**src/rtl/sysid_pkg.sv**
```systemverilog
// Shared constants for the system-ID register file: word map, CONTROL bit
// positions and the user-word limit.
package sysid_pkg;

    localparam logic [3:0] ADDR_ID        = 4'd0;
    localparam logic [3:0] ADDR_TS        = 4'd1;
    localparam logic [3:0] ADDR_UP_LO     = 4'd2;
    localparam logic [3:0] ADDR_UP_HI     = 4'd3;
    localparam logic [3:0] ADDR_SCRATCH   = 4'd4;
    localparam logic [3:0] ADDR_CTRL      = 4'd5;
    localparam logic [3:0] ADDR_UCNT      = 4'd6;
    localparam logic [3:0] ADDR_USER_BASE = 4'd8;

    localparam int CTRL_EN_BIT  = 0;
    localparam int CTRL_CLR_BIT = 1;

    localparam int MAX_USER = 8;

    // Byte-lane merge for partial writes: lanes with be[i]=0 keep old data.
    function automatic logic [31:0] merge_bytes(input logic [31:0] old_word,
                                                input logic [31:0] new_word,
                                                input logic [3:0]  be);
        logic [31:0] result;
        result = old_word;
        for (int i = 0; i < 4; i++) begin
            if (be[i]) begin
                result[8*i +: 8] = new_word[8*i +: 8];
            end
        end
        return result;
    endfunction

endpackage

```
**src/rtl/sysid_regs_if.sv**
```systemverilog
// Avalon-MM slave bus bundle for the system-ID register file.
interface sysid_regs_if #(
    parameter int ADDR_W = 4
);
    // Handshake: no waitrequest, so read/write strobes are accepted in the
    // cycle they are presented; each accepted read yields exactly one
    // readdatavalid pulse with readdata on the following cycle.
    logic [ADDR_W-1:0] address;
    logic              read;
    logic              write;
    logic [31:0]       writedata;
    logic [3:0]        byteenable;
    logic [31:0]       readdata;
    logic              readdatavalid;

    modport master (
        output address, read, write, writedata, byteenable,
        input  readdata, readdatavalid
    );

    modport slave (
        input  address, read, write, writedata, byteenable,
        output readdata, readdatavalid
    );
endinterface

```
**src/rtl/sysid_uptime.sv**
```systemverilog
// 64-bit free-running uptime counter with enable/clear, plus the HI-word
// snapshot that makes a LO-then-HI read pair atomic.
module sysid_uptime (
    input  logic        clock,
    input  logic        reset,
    input  logic        en,
    input  logic        clr,
    input  logic        snap,
    output logic [31:0] count_lo,
    output logic [31:0] snapshot
);

    logic [63:0] count;

    // Clear wins over increment; wrap at 2^64 is silent.
    always_ff @(posedge clock or posedge reset) begin
        if (reset) begin
            count <= '0;
        end else if (clr) begin
            count <= '0;
        end else if (en) begin
            count <= count + 64'd1;
        end
    end

    always_ff @(posedge clock or posedge reset) begin
        if (reset) begin
            snapshot <= '0;
        end else if (snap) begin
            snapshot <= count[63:32];
        end
    end

    assign count_lo = count[31:0];

endmodule

```
**src/rtl/sysid_regs.sv**
```systemverilog
// System-ID / housekeeping register file: ID, build timestamp, uptime,
// scratch, control and up to eight constant user words, 1-cycle read latency.
import sysid_pkg::*;

module sysid_regs #(
    parameter logic [31:0]              SYS_ID     = 32'h0000_0000,
    parameter logic [31:0]              TIMESTAMP  = 32'h0000_0000,
    parameter int                       ADDR_W     = 4,
    parameter int                       NUM_USER   = 0,
    parameter logic [MAX_USER*32-1:0]   USER_WORDS = '0
) (
    input  logic       clock,
    input  logic       reset,
    sysid_regs_if.slave bus
);

    if (NUM_USER < 0 || NUM_USER > MAX_USER) begin : g_bad_num_user
        $error("sysid_regs: NUM_USER must be in 0..8");
    end
    if (ADDR_W < 4) begin : g_bad_addr_w
        $error("sysid_regs: ADDR_W must be at least 4");
    end

    logic [3:0]  addr_lo;
    logic        addr_in_map;
    logic [2:0]  user_idx;
    logic        wr_scratch;
    logic        wr_ctrl;
    logic        clr_pulse;
    logic        snap_hi;
    logic        ctrl_en;
    logic [31:0] scratch;
    logic [31:0] count_lo;
    logic [31:0] snapshot;
    logic [31:0] rd_mux;

    // Only the low 16 words are mapped; anything above aliases to nothing.
    assign addr_lo     = bus.address[3:0];
    assign addr_in_map = ((bus.address >> 4) == '0);
    assign user_idx    = 3'(addr_lo - ADDR_USER_BASE);

    assign wr_scratch = bus.write && addr_in_map && (addr_lo == ADDR_SCRATCH);
    assign wr_ctrl    = bus.write && addr_in_map && (addr_lo == ADDR_CTRL) && bus.byteenable[0];
    assign clr_pulse  = wr_ctrl && bus.writedata[CTRL_CLR_BIT];
    assign snap_hi    = bus.read && addr_in_map && (addr_lo == ADDR_UP_LO);

    sysid_uptime u_uptime (
        .clock    (clock),
        .reset    (reset),
        .en       (ctrl_en),
        .clr      (clr_pulse),
        .snap     (snap_hi),
        .count_lo (count_lo),
        .snapshot (snapshot)
    );

    always_ff @(posedge clock or posedge reset) begin
        if (reset) begin
            scratch <= '0;
            ctrl_en <= 1'b1;
        end else begin
            if (wr_scratch) begin
                scratch <= merge_bytes(scratch, bus.writedata, bus.byteenable);
            end
            if (wr_ctrl) begin
                ctrl_en <= bus.writedata[CTRL_EN_BIT];
            end
        end
    end

    always_comb begin
        rd_mux = '0;
        if (addr_in_map) begin
            case (addr_lo)
                ADDR_ID:      rd_mux = SYS_ID;
                ADDR_TS:      rd_mux = TIMESTAMP;
                ADDR_UP_LO:   rd_mux = count_lo;
                ADDR_UP_HI:   rd_mux = snapshot;
                ADDR_SCRATCH: rd_mux = scratch;
                ADDR_CTRL:    rd_mux[CTRL_EN_BIT] = ctrl_en;
                ADDR_UCNT:    rd_mux = 32'(NUM_USER);
                default: begin
                    if (addr_lo >= ADDR_USER_BASE && int'(user_idx) < NUM_USER) begin
                        rd_mux = USER_WORDS[{user_idx, 5'd0} +: 32];
                    end
                end
            endcase
        end
    end

    // Read data reflects pre-edge state, so a concurrent write is not visible.
    always_ff @(posedge clock or posedge reset) begin
        if (reset) begin
            bus.readdata      <= '0;
            bus.readdatavalid <= 1'b0;
        end else begin
            bus.readdatavalid <= bus.read;
            if (bus.read) begin
                bus.readdata <= rd_mux;
            end
        end
    end

endmodule

```
**src/flat_wrapper.sv**
```systemverilog
// flat-port wrapper written by rule: the top's interface ports become plain ports
module sysid_regs_flat 
#(
    parameter logic [31:0]              SYS_ID     = 32'h0000_0000,
    parameter logic [31:0]              TIMESTAMP  = 32'h0000_0000,
    parameter int                       ADDR_W     = 4,
    parameter int                       NUM_USER   = 0,
    parameter logic [MAX_USER*32-1:0]   USER_WORDS = '0
)
  (clock, reset, bus_address, bus_read, bus_write, bus_writedata, bus_byteenable, bus_readdata, bus_readdatavalid);
  sysid_regs_if #(.ADDR_W(ADDR_W)) bus_i ();
  input  logic clock;
  input  logic reset;
  input wire logic [$bits(bus_i.address)-1:0] bus_address;
  input wire logic [$bits(bus_i.read)-1:0] bus_read;
  input wire logic [$bits(bus_i.write)-1:0] bus_write;
  input wire logic [$bits(bus_i.writedata)-1:0] bus_writedata;
  input wire logic [$bits(bus_i.byteenable)-1:0] bus_byteenable;
  output wire logic [$bits(bus_i.readdata)-1:0] bus_readdata;
  output wire logic [$bits(bus_i.readdatavalid)-1:0] bus_readdatavalid;
  assign bus_i.address = bus_address;
  assign bus_i.read = bus_read;
  assign bus_i.write = bus_write;
  assign bus_i.writedata = bus_writedata;
  assign bus_i.byteenable = bus_byteenable;
  assign bus_readdata = bus_i.readdata;
  assign bus_readdatavalid = bus_i.readdatavalid;
  sysid_regs #(.SYS_ID(SYS_ID), .TIMESTAMP(TIMESTAMP), .ADDR_W(ADDR_W), .NUM_USER(NUM_USER), .USER_WORDS(USER_WORDS)) u_core (.clock(clock), .reset(reset), .bus(bus_i));
endmodule
```
**config.mk**
```make
export PLATFORM = sky130hd
export DESIGN_NAME = sysid_regs_flat
export DESIGN_NICKNAME = d
export VERILOG_FILES = /design/src/rtl/sysid_pkg.sv /design/src/rtl/sysid_regs_if.sv /design/src/rtl/sysid_uptime.sv /design/src/rtl/sysid_regs.sv /design/src/flat_wrapper.sv
export SDC_FILE = /design/constraint.sdc
export NUM_CORES = 1
export LEC_CHECK = 0
export CAP_MARGIN = 20
export CORE_UTILIZATION = 30
export CTS_BUF_LIST = sky130_fd_sc_hd__clkbuf_8 sky130_fd_sc_hd__clkbuf_16
export DETAILED_ROUTE_END_ITERATION = 8
export PLACE_DENSITY_LB_ADDON = 0.25
export SETUP_SLACK_MARGIN = 0.3
export SYNTH_ARGS = -nofsm -noshare
export SYNTH_HDL_FRONTEND = slang
export SYNTH_SLANG_ARGS = --single-unit
```
**constraint.sdc**
```tcl
create_clock -name clock -period 6.9 [get_ports clock]
set_input_delay 1.035 -clock clock [delete_from_list [all_inputs] [get_ports clock]]
set_output_delay 1.035 -clock clock [all_outputs]
set_load 0.02 [all_outputs]
```
==> results.py, run 1 <==
metrics = {
    "outcome": {
        "status": "complete, no violations",
    },
    "place": {
        "gp_congestion": 0.7794,
        "dp_hpwl_um": 12120,
        "portBuffers": 76,
        "pre_cts_slack_ps": 3410,
    },
    "timing": {
        "final_max_slew_viol_count": 0,
        "fmax_mhz": 325.9,
        "post-route-period-util": 0.4447,
        "fin_crit_ps": 3069,
        "fin_skew_ps": 11.32,
        "hold_viol": 0,
        "setup_slack_ps": 3831,
        "setup_viol": 0,
        "rsz0062_at_grt": "no",
        "worstMarginPinSlew_ps": 981.8,
        "setup_tns_ps": 0,
        "max_slew_margin": 0.3400,
    },
    "min_path": {
        "hp-class": "reg -> reg",
    },
    "grt": {
        "grt_antenna_before_repair": 0,
        "grt_pass1_wl_um": 30790,
        "first_global_vias": 5390,
        "grt_usage": 0.1526,
        "overflow": 0,
        "grt_max_degree": 86,
    },
    "synthesis": {
        "synth.cell_area_um2": 7572,
        "synth.avg_cell_area_um2": 10.97,
        "synthCells": 690,
        "synth_nets": 735,
        "ys_ff_latch": 162,
        "yosysWarnings": 0,
        "ys_types": 37,
        "yosysSeqAreaShare": 0.5355,
    },
    "power_and_ir_drop": {
        "swShare": 0.3210,
        "internal_power_w": 0.001976,
        "power_switching_w": 0.0009341,
        "peakVddDrop_uv": 132.0,
        "cellLeakagePower_nw": 3.570,
        "p_comb_frac": 0.205,
        "power.density_nw_per_um2": 312.6,
        "p_clk_frac": 0.319,
        "p_seq_frac": 0.476,
    },
    "final_layout": {
        "final_cell_mix": "161 x dfrtp_1, 93 x mux2_2, 76 x nor2_1",
        "drive_gt1_frac": 0.1943,
        "area_growth_pct": 22.97,
        "mostFrequentLayoutCell": "dfrtp_1",
        "antennaDiodeCount": 0,
        "nets": 809,
    },
    "clock_network": {
        "cts.clk_slew.worst_paths_ps": 70,
        "cts_buffer_depth": 2,
        "cts_setup_buffers": 0,
        "cts_tree": "yes",
        "cts_root_buf": "clkbuf_16",
        "cts_htree_levels": 4,
        "ctsHoldBuffers": 0,
        "cts.sink_count": 162,
        "cts_resized": 0,
        "cts_inserted_buffers": 17,
        "clkLatencyLatePin_ps": 430,
    },
    "detailed_routing": {
        "via_per_inst": 5.042,
        "drtIter0Drc": 373,
        "route.vias.total": 5551,
        "ant_nets": 0,
        "drt-total-wl_um": 18750,
        "firstDrtPassIters": 6,
        "wl_per_cell_um": 17.03,
        "drc": 0,
    },
    "setup_path": {
        "slowest_stage": "nand2_2",
        "critical_path_class": "in -> reg",
        "crit_path_start_kind": "input pin",
        "cp_slowest_stage_delay_ps": 520,
        "endpoint_kind": "flop",
        "critical_path.top_delay_family": "simple AND/OR/NAND/NOR gates",
        "path_cells": "clkdlybuf4s50_1 > nor3b_2 > buf_4 > nor2b_1 > nand2_2 > mux2_2",
        "worst-endpoint-required_ps": 7200,
        "crit_fanout": 35,
        "cp.arrival_ps": 3370,
        "crit_buf_inv": 2,
    },
    "die": {
        "die_w_um": 160.9,
        "die_area_um2": 25880,
        "io_pins": 77,
        "row_count": 57,
        "core_um2": 24530,
        "initial_core_util": 0.3086,
        "die_y_um": 160.9,
    },
    "run": {
        "cap_violations": 0,
    },
}
cell families after synthesis:
kind of cell / count (synthesis) / share of synthesized area
AO/OA/AOI/OAI: 122 / 0.09418
AND/OR/NAND/NOR: 239 / 0.1697
flip-flops: 162 / 0.5355
buffers and inverters: 37 / 0.01884
adder cells (fa/ha/maj): 1 / 0.001652
XOR/XNOR: 35 / 0.04048
multiplexers: 94 / 0.1396
sequential cells by signal, summed over array words and instances (netlist names):
signal                    count
u_core.u_uptime.count        64
u_core.bus.readdata          32
u_core.scratch               32
u_core.u_uptime.snapshot     32
u_core.bus.readdatavalid      1
u_core.ctrl_en                1
worst reg2reg max path, stage by stage, from the launching register on:
cell,delay [ps]
dfrtp_1,500
nand4_4,190
nor4_4,710
nand4_2,400
or4_1,590
a21oi_1,150
cells in the mapped netlist:
master / count / area share
dfrtp_1: 161 / 0.53
mux2_2: 93 / 0.14
nor2_1: 76 / 0.038
a21oi_1: 58 / 0.038
a22oi_1: 31 / 0.031
clkbuf_1: 31 / 0.015
nand2_1: 30 / 0.015
nand4_1: 29 / 0.024
xor2_1: 28 / 0.032
nand3_1: 26 / 0.017
o21ai_0: 23 / 0.015
or3_1: 18 / 0.015
and3_1: 14 / 0.012
or4_1: 8 / 0.0079
and4_1: 7 / 0.0081
nor3_1: 7 / 0.0046
o31ai_1: 7 / 0.0069
xnor2_1: 7 / 0.0081
and2_1: 6 / 0.0050
inv_1: 5 / 0.0025
nor4_1: 4 / 0.0033
nand4_2: 3 / 0.0050
nand2b_1: 2 / 0.0017
nand3b_1: 2 / 0.0020
nor4_2: 2 / 0.0033
a221oi_1: 1 / 0.0012
a31oi_1: 1 / 0.00083
buf_4: 1 / 0.00099
dfstp_2: 1 / 0.0035
ha_1: 1 / 0.0017
mux2i_1: 1 / 0.0013
nand4_4: 1 / 0.0028
nor2b_1: 1 / 0.00083
nor3_2: 1 / 0.0013
nor3b_1: 1 / 0.00099
nor4_4: 1 / 0.0028
o211ai_1: 1 / 0.00099
power groups by stage:
stage / registers, W / logic (W) / clock network (W)
4_1_cts: 0.00138 / 0.000600 / 0.000952
3_5_place_dp: 0.00140 / 0.000593 / 0
3_3_place_gp: 0.00140 / 0.000588 / 0
2_1_floorplan: 0.00135 / 0.000420 / 0
5_1_grt: 0.00143 / 0.000669 / 0.000990
6_report: 0.00139 / 0.000596 / 0.000928
area by class of cell:
cell class,count,area (µm²)
well taps,324,405.4
clock buffers,17,425.4
flip-flops and latches,162,4055
multi-input cells,491,3398
inverters,5,23.77
fillers,2459,15220
clock inverters,15,147.6
repair buffers,87,855.8
stage by stage:
step	cell area [µm²]	cells	hold slack (ps)	power [W]	util
floorplan	7572	690	444.4	0.001772	-
global placement	8706	1067	459.7	0.001983	0.3549
detailed placement	8711	1068	469.3	0.001994	0.3551
CTS	9284	1100	485.2	0.002935	0.3784
global route	9311	1101	512.5	0.003085	0.3795
finish	9311	1101	480.1	0.002910	0.3795
routing by layer:
| metal | part of all wire | track usage | vias to the layer above |
|---|---|---|---|
| met3 | 0.050 | 0.03306 | 16 |
| met1 | 0.52 | 0.2332 | 2717 |
| met5 | 0 | 0 | - |
| met2 | 0.42 | 0.2138 | 144 |
| li1 | - | - | 2674 |
| met4 | 0.012 | 0.04202 | 0 |
path summary, 6_finish.rpt:
check	startpoint	end	slack, ps	depth (start not counted)
hold / removal	u_core.u_uptime.snapshot[26]	u_core.u_uptime.snapshot[26]	480	2
min in group asynchronous	reset	u_core.bus.readdata[29]	1120	2
hold reg to reg	u_core.u_uptime.snapshot[26]	u_core.u_uptime.snapshot[26]	480	2
setup / recovery	bus_address[3]	u_core.u_uptime.snapshot[24]	3830	6
max in group asynchronous	reset	u_core.u_uptime.snapshot[0]	4640	4
setup reg to reg	u_core.u_uptime.count[10]	u_core.u_uptime.count[58]	4290	5
Note: power is estimated with default switching activity, not from simulation.
==> inputs of run 2 (changes only) <==
- clock period: 6.9 -> 2.6 ns (I/O delays scaled with it)
==> run 2 against run 1 <==
  * Worst setup slack got worse by 3400 ps
  * Sequential share of layout area down 1.6 points
  * Register-to-register slack got worse by 3900 ps
  * Clock skew fell by 0.89 ps
  * Clock power rose to 2.7 times the previous value
  * Total power rose to 2.7 times the previous value
  * Critical endpoint is now u_core.u_uptime.count[46]
  * Clock-buffer cell count unchanged
  * Sequential power rose to 2.6 times the previous value
==> results.py, run 2 (synthesis results as in run 1) <==
metrics = {
    "timing": {
        "post-route-period-util": 0.8413,
        "final_max_slew_viol_count": 0,
        "fin_skew_ps": 10.42,
        "rsz0062_at_grt": "no",
        "fmax_mhz": 457.2,
        "setup_tns_ps": 0,
        "max_slew_margin": 0.5617,
        "hold_viol": 0,
        "fin_crit_ps": 2187,
        "setup_viol": 0,
        "worstMarginPinSlew_ps": 657.4,
    },
    "grt": {
        "grt_max_degree": 66,
        "grt_usage": 0.1544,
        "grt_antenna_before_repair": 0,
        "grt_pass1_wl_um": 31110,
        "first_global_vias": 5391,
        "overflow": 0,
    },
    "final_layout": {
        "fillerInstances": 2413,
        "final_core_util": 0.3943,
        "fin_cells": 1139,
        "nets": 848,
        "largest_register": "u_core.u_uptime.count",
        "antennaDiodeCount": 0,
        "final_cell_mix": "159 x dfrtp_1, 93 x mux2_2, 76 x nor2_1",
        "mostFrequentLayoutCell": "dfrtp_1",
        "area_growth_pct": 27.76,
        "drive_gt1_frac": 0.2356,
        "largest_register_ffs": 64,
    },
    "detailed_routing": {
        "route.vias.total": 5677,
        "drc": 0,
        "drt-total-wl_um": 19110,
        "drtIter0Drc": 316,
        "wl_per_cell_um": 16.78,
        "ant_nets": 0,
        "via_per_inst": 4.984,
        "firstDrtPassIters": 5,
    },
    "setup_path": {
        "crit_end": "u_core.u_uptime.count[46]",
        "critPathLaunch": "u_core.u_uptime.count[11]",
        "crit_path_start_kind": "flop",
        "crit_fanout": 10,
        "r2r_cells": 6,
        "r2r_end": "u_core.u_uptime.count[46]",
        "critical_path_class": "reg -> reg",
        "cp_slowest_stage_delay_ps": 540,
        "rrSetupSlack_ps": 410,
        "slowest_stage": "or4_1",
        "worst-endpoint-required_ps": 2960,
        "endpoint_kind": "flop",
        "reg2reg_from": "u_core.u_uptime.count[11]",
        "cp.arrival_ps": 2540,
        "path_cells": "nand4_4 > nor4_4 > buf_4 > nand4_2 > or4_1 > a21oi_1",
    },
    "clock_network": {
        "cts.sink_count": 162,
        "cts_tree": "yes",
        "cts_buffer_depth": 2,
        "cts.clk_slew.worst_paths_ps": 70,
        "cts_inserted_buffers": 17,
        "cts_htree_levels": 4,
        "cts_root_buf": "clkbuf_16",
        "clkLatencyLatePin_ps": 430,
    },
    "run": {
        "cap_violations": 0,
    },
    "die": {
        "initial_core_util": 0.3086,
        "die_y_um": 160.9,
        "die_w_um": 160.9,
        "core_um2": 24530,
        "io_pins": 77,
        "die_area_um2": 25880,
        "row_count": 57,
    },
    "place": {
        "placed_cells": 1102,
        "dp_hpwl_um": 13260,
        "gp_congestion": 0.7904,
        "portBuffers": 76,
    },
    "power_and_ir_drop": {
        "peakVddDrop_uv": 305.1,
        "cellLeakagePower_nw": 3.770,
        "power.total_w": 0.007839,
        "power.density_nw_per_um2": 810.3,
    },
    "outcome": {
        "status": "complete, no violations",
    },
    "min_path": {
        "hp-class": "in -> async",
    },
}
[run 2: critical path, delay by kind of cell, from the launching register on]
kind | cells | cell delay, ps
flops | 1 | 460
buf+inv | 1 | 230
compound gates | 1 | 150
simple gates | 4 | 1270
[run 2: worst min path at each step]
| stage | to | cells after the start | start | slack (ps) |
|---|---|---|---|---|
| 2_1_floorplan | u_core.bus.readdatavalid | 0 | bus_read | 420 |
| 3_5_place_dp | u_core.u_uptime.snapshot[26] | 2 | u_core.u_uptime.snapshot[26] | 470 |
| 3_3_place_gp | u_core.u_uptime.snapshot[26] | 2 | u_core.u_uptime.snapshot[26] | 460 |
| 6_report | u_core.bus.readdata[30] | 2 | reset | 370 |
| 4_1_cts | u_core.bus.readdata[31] | 2 | reset | 390 |
| 5_1_grt | u_core.bus.readdata[30] | 2 | reset | 400 |
[run 2: timing repair]
action | in CTS | in global routing
cloned | 0 | 0
endpoints found under the setup margin | 6 | 12
setup buffers | 1 | 5
hold buffers | 0 | 0
resized for setup | 1 | 4
pin swaps | 1 | 3
[run 2: metrics by stage]
stage,hold WS (ps),setup slack (ps),cell area [µm²]
after floorplan,421.4,154.0,7576
after global placement,463.1,331.4,9035
after CTS,386.2,365.6,9619
final,371.1,412.6,9674
after detailed placement,471.7,230.9,9035
after global routing,398.2,300.2,9674
[run 2: cell type report]
class,count,area [µm²],share of cell area
flip-flops and latches,162,4058,0.4194
multi-input cells,491,3411,0.3526
repair buffers,126,1206,0.1247
clock buffers,17,425.4,0.04397
well taps,324,405.4,0.04190
clock inverters,14,146.4,0.01513
inverters,5,22.52,0.002328
[run 2: report_power, final]
part | switching, W | internal, W | total [W]
clock network | 0.00111 | 0.00135 | 0.00246
registers | 0.000565 | 0.00311 | 0.00367
logic | 0.000835 | 0.000873 | 0.00171
total | 0.00252 | 0.00532 | 0.00784
[run 2: per-layer routing]
metal	part of all wire	vias to the layer above	global-route usage	routed length, µm
li1	-	2754	-	-
met1	0.53	2792	0.2366	10070
met2	0.43	119	0.2192	8151
met3	0.039	12	0.03202	753
met4	0.0070	0	0.03602	133
met5	0	-	0	0
==> inputs of run 3 (changes only) <==
- clock period: 2.6 -> 2.2 ns (I/O delays scaled with it)
==> run 3 against run 2 <==
  * Clock-buffer cell count is the same
  * Global-route usage increased by 0.20 points
  * Die area did not move
  * Non-clock buffer count is 76 higher
  * Utilization up 3.8 points
  * Clock skew rose by 2.7 ps
  * Total power is 26% higher
  * Critical path depth up 1
  * Clock power rose by 17%
  * Sequential share of layout area fell by 3.7 points
  * Cell count increased by 6.8%
  * Flip-flop and latch count is the same
==> results.py, run 3 (synthesis results as in run 1) <==
metrics = {
    "clock_network": {
        "cts.sink_count": 162,
        "cts.clk_slew.worst_paths_ps": 70,
        "clkLatencyLatePin_ps": 440,
        "cts_inserted_buffers": 17,
        "cts_tree": "yes",
        "ctsHoldBuffers": 0,
        "cts_htree_levels": 4,
        "cts_root_buf": "clkbuf_16",
        "cts_buffer_depth": 2,
    },
    "grt": {
        "grt_usage": 0.1564,
        "grt_max_degree": 65,
        "first_global_vias": 5926,
        "grt_antenna_before_repair": 0,
        "grt_pass1_wl_um": 31630,
        "overflow": 0,
    },
    "setup_path": {
        "r2r_end": "u_core.u_uptime.count[63]",
        "crit_cells": 7,
        "crit_fanout": 5,
        "cp_slowest_stage_delay_ps": 470,
        "slowest_stage": "or4_1",
        "critical_path_class": "reg -> reg",
        "endpoint_kind": "flop",
        "reg2reg_from": "u_core.u_uptime.count[5]",
        "critical_path.top_delay_family": "simple AND/OR/NAND/NOR gates",
        "rrSetupSlack_ps": 140,
        "crit_buf_inv": 2,
        "r2r_cells": 7,
        "path_cells": "nand4_1 > buf_6 > nor3_4 > buf_6 > nand4_1 > or4_1 > a21oi_1",
        "cp.arrival_ps": 2420,
        "crit_path_start_kind": "flop",
        "worst-endpoint-required_ps": 2560,
    },
    "final_layout": {
        "fillerInstances": 2349,
        "nets": 924,
        "mostFrequentLayoutCell": "dfrtp_1",
        "area_growth_pct": 39.97,
        "final_core_util": 0.4320,
        "finalInstanceArea_um2": 10600,
        "largest_register": "u_core.u_uptime.count",
        "drive_gt1_frac": 0.3419,
        "fin_cells": 1216,
        "final_cell_mix": "159 x dfrtp_1, 97 x buf_4, 93 x mux2_2",
        "antennaDiodeCount": 0,
        "largest_register_ffs": 64,
    },
    "detailed_routing": {
        "drt-total-wl_um": 20020,
        "ant_nets": 0,
        "drc": 0,
        "wl_per_cell_um": 16.47,
        "drtIter0Drc": 301,
        "firstDrtPassIters": 4,
        "via_per_inst": 4.975,
        "route.vias.total": 6049,
    },
    "outcome": {
        "status": "complete, no violations",
    },
    "timing": {
        "hold_viol": 0,
        "setup_slack_ps": 144.5,
        "fin_skew_ps": 13.08,
        "max_slew_margin": 0.7323,
        "rsz0062_at_grt": "yes",
        "worstMarginPinSlew_ps": 401.5,
        "fmax_mhz": 486.5,
        "final_max_slew_viol_count": 0,
        "whs_ps": 196.8,
        "fin_crit_ps": 2055,
        "setup_viol": 0,
        "post-route-period-util": 0.9343,
    },
    "place": {
        "pre_cts_slack_ps": -7.300,
        "placed_cells": 1136,
        "gp_congestion": 0.7908,
        "dp_hpwl_um": 13540,
        "postPlaceCellArea_um2": 9360,
        "portBuffers": 76,
    },
    "min_path": {
        "hp-class": "in -> async",
    },
    "die": {
        "io_pins": 77,
        "die_w_um": 160.9,
        "core_um2": 24530,
        "initial_core_util": 0.3086,
        "die_area_um2": 25880,
        "die_y_um": 160.9,
        "row_count": 57,
    },
    "power_and_ir_drop": {
        "cellLeakagePower_nw": 4.255,
        "power.density_nw_per_um2": 931.9,
        "peakVddDrop_uv": 526.2,
    },
    "run": {
        "cap_violations": 0,
    },
}
run 3: cell count changes in the layout (fill, tap and decap cells not counted), sizes merged:
cell / before / now
buf: 51 / 127
bufinv: 1 / 0
clkinvlp: 3 / 4
inv: 11 / 12
run 3: timing repair:
item,in CTS,in global routing
gates resized for setup,26,45
gates cloned,1,0
endpoints found under the setup margin,34,46
pin swaps,17,34
setup buffers,21,26
run 3: worst max path at each step:
stage	slack (ps)	startpoint	end
4_1_cts	190	u_core.ctrl_en	u_core.u_uptime.count[47]
3_5_place_dp	-7	bus_address[0]	u_core.scratch[28]
3_3_place_gp	40	bus_address[0]	u_core.scratch[24]
5_1_grt	20	u_core.u_uptime.count[26]	u_core.u_uptime.count[56]
2_1_floorplan	-190	reset	u_core.bus.readdata[0]
6_report	140	u_core.u_uptime.count[5]	u_core.u_uptime.count[63]
run 3: per-stage QoR:
stage                     TNS, ps  power, W
after floorplan            -29950  0.005617
after global placement          0  0.006591
after detailed placement   -35.99  0.006635
after CTS                       0  0.009695
after global routing            0   0.01045
final                           0  0.009877
run 3: power breakdown:
| group | leakage [nW] | total (W) | switching, W | internal [W] |
|---|---|---|---|---|
| sequential | 1.88 | 0.00420 | 0.000530 | 0.00367 |
| combinational | 2.10 | 0.00281 | 0.00134 | 0.00147 |
| clock | 0.270 | 0.00287 | 0.00137 | 0.00150 |
| total | 4.25 | 0.00988 | 0.00324 | 0.00663 |
run 3: cell type report:
class,count,area [µm²],share of cell area
flip-flops and latches,162,4058,0.3828
multi-input cells,491,3665,0.3458
repair buffers,202,1881,0.1774
clock buffers,17,425.4,0.04014
well taps,324,405.4,0.03825
clock inverters,15,142.6,0.01346
inverters,5,22.52,0.002125
run 3: routing by layer:
metal / vias to the layer above / GRT usage / wire length, µm
li1: 2912 / - / -
met1: 2991 / 0.2103 / 9331
met2: 110 / 0.2443 / 9428
met3: 36 / 0.03357 / 773
met4: 0 / 0.06304 / 490
met5: - / 0 / 0
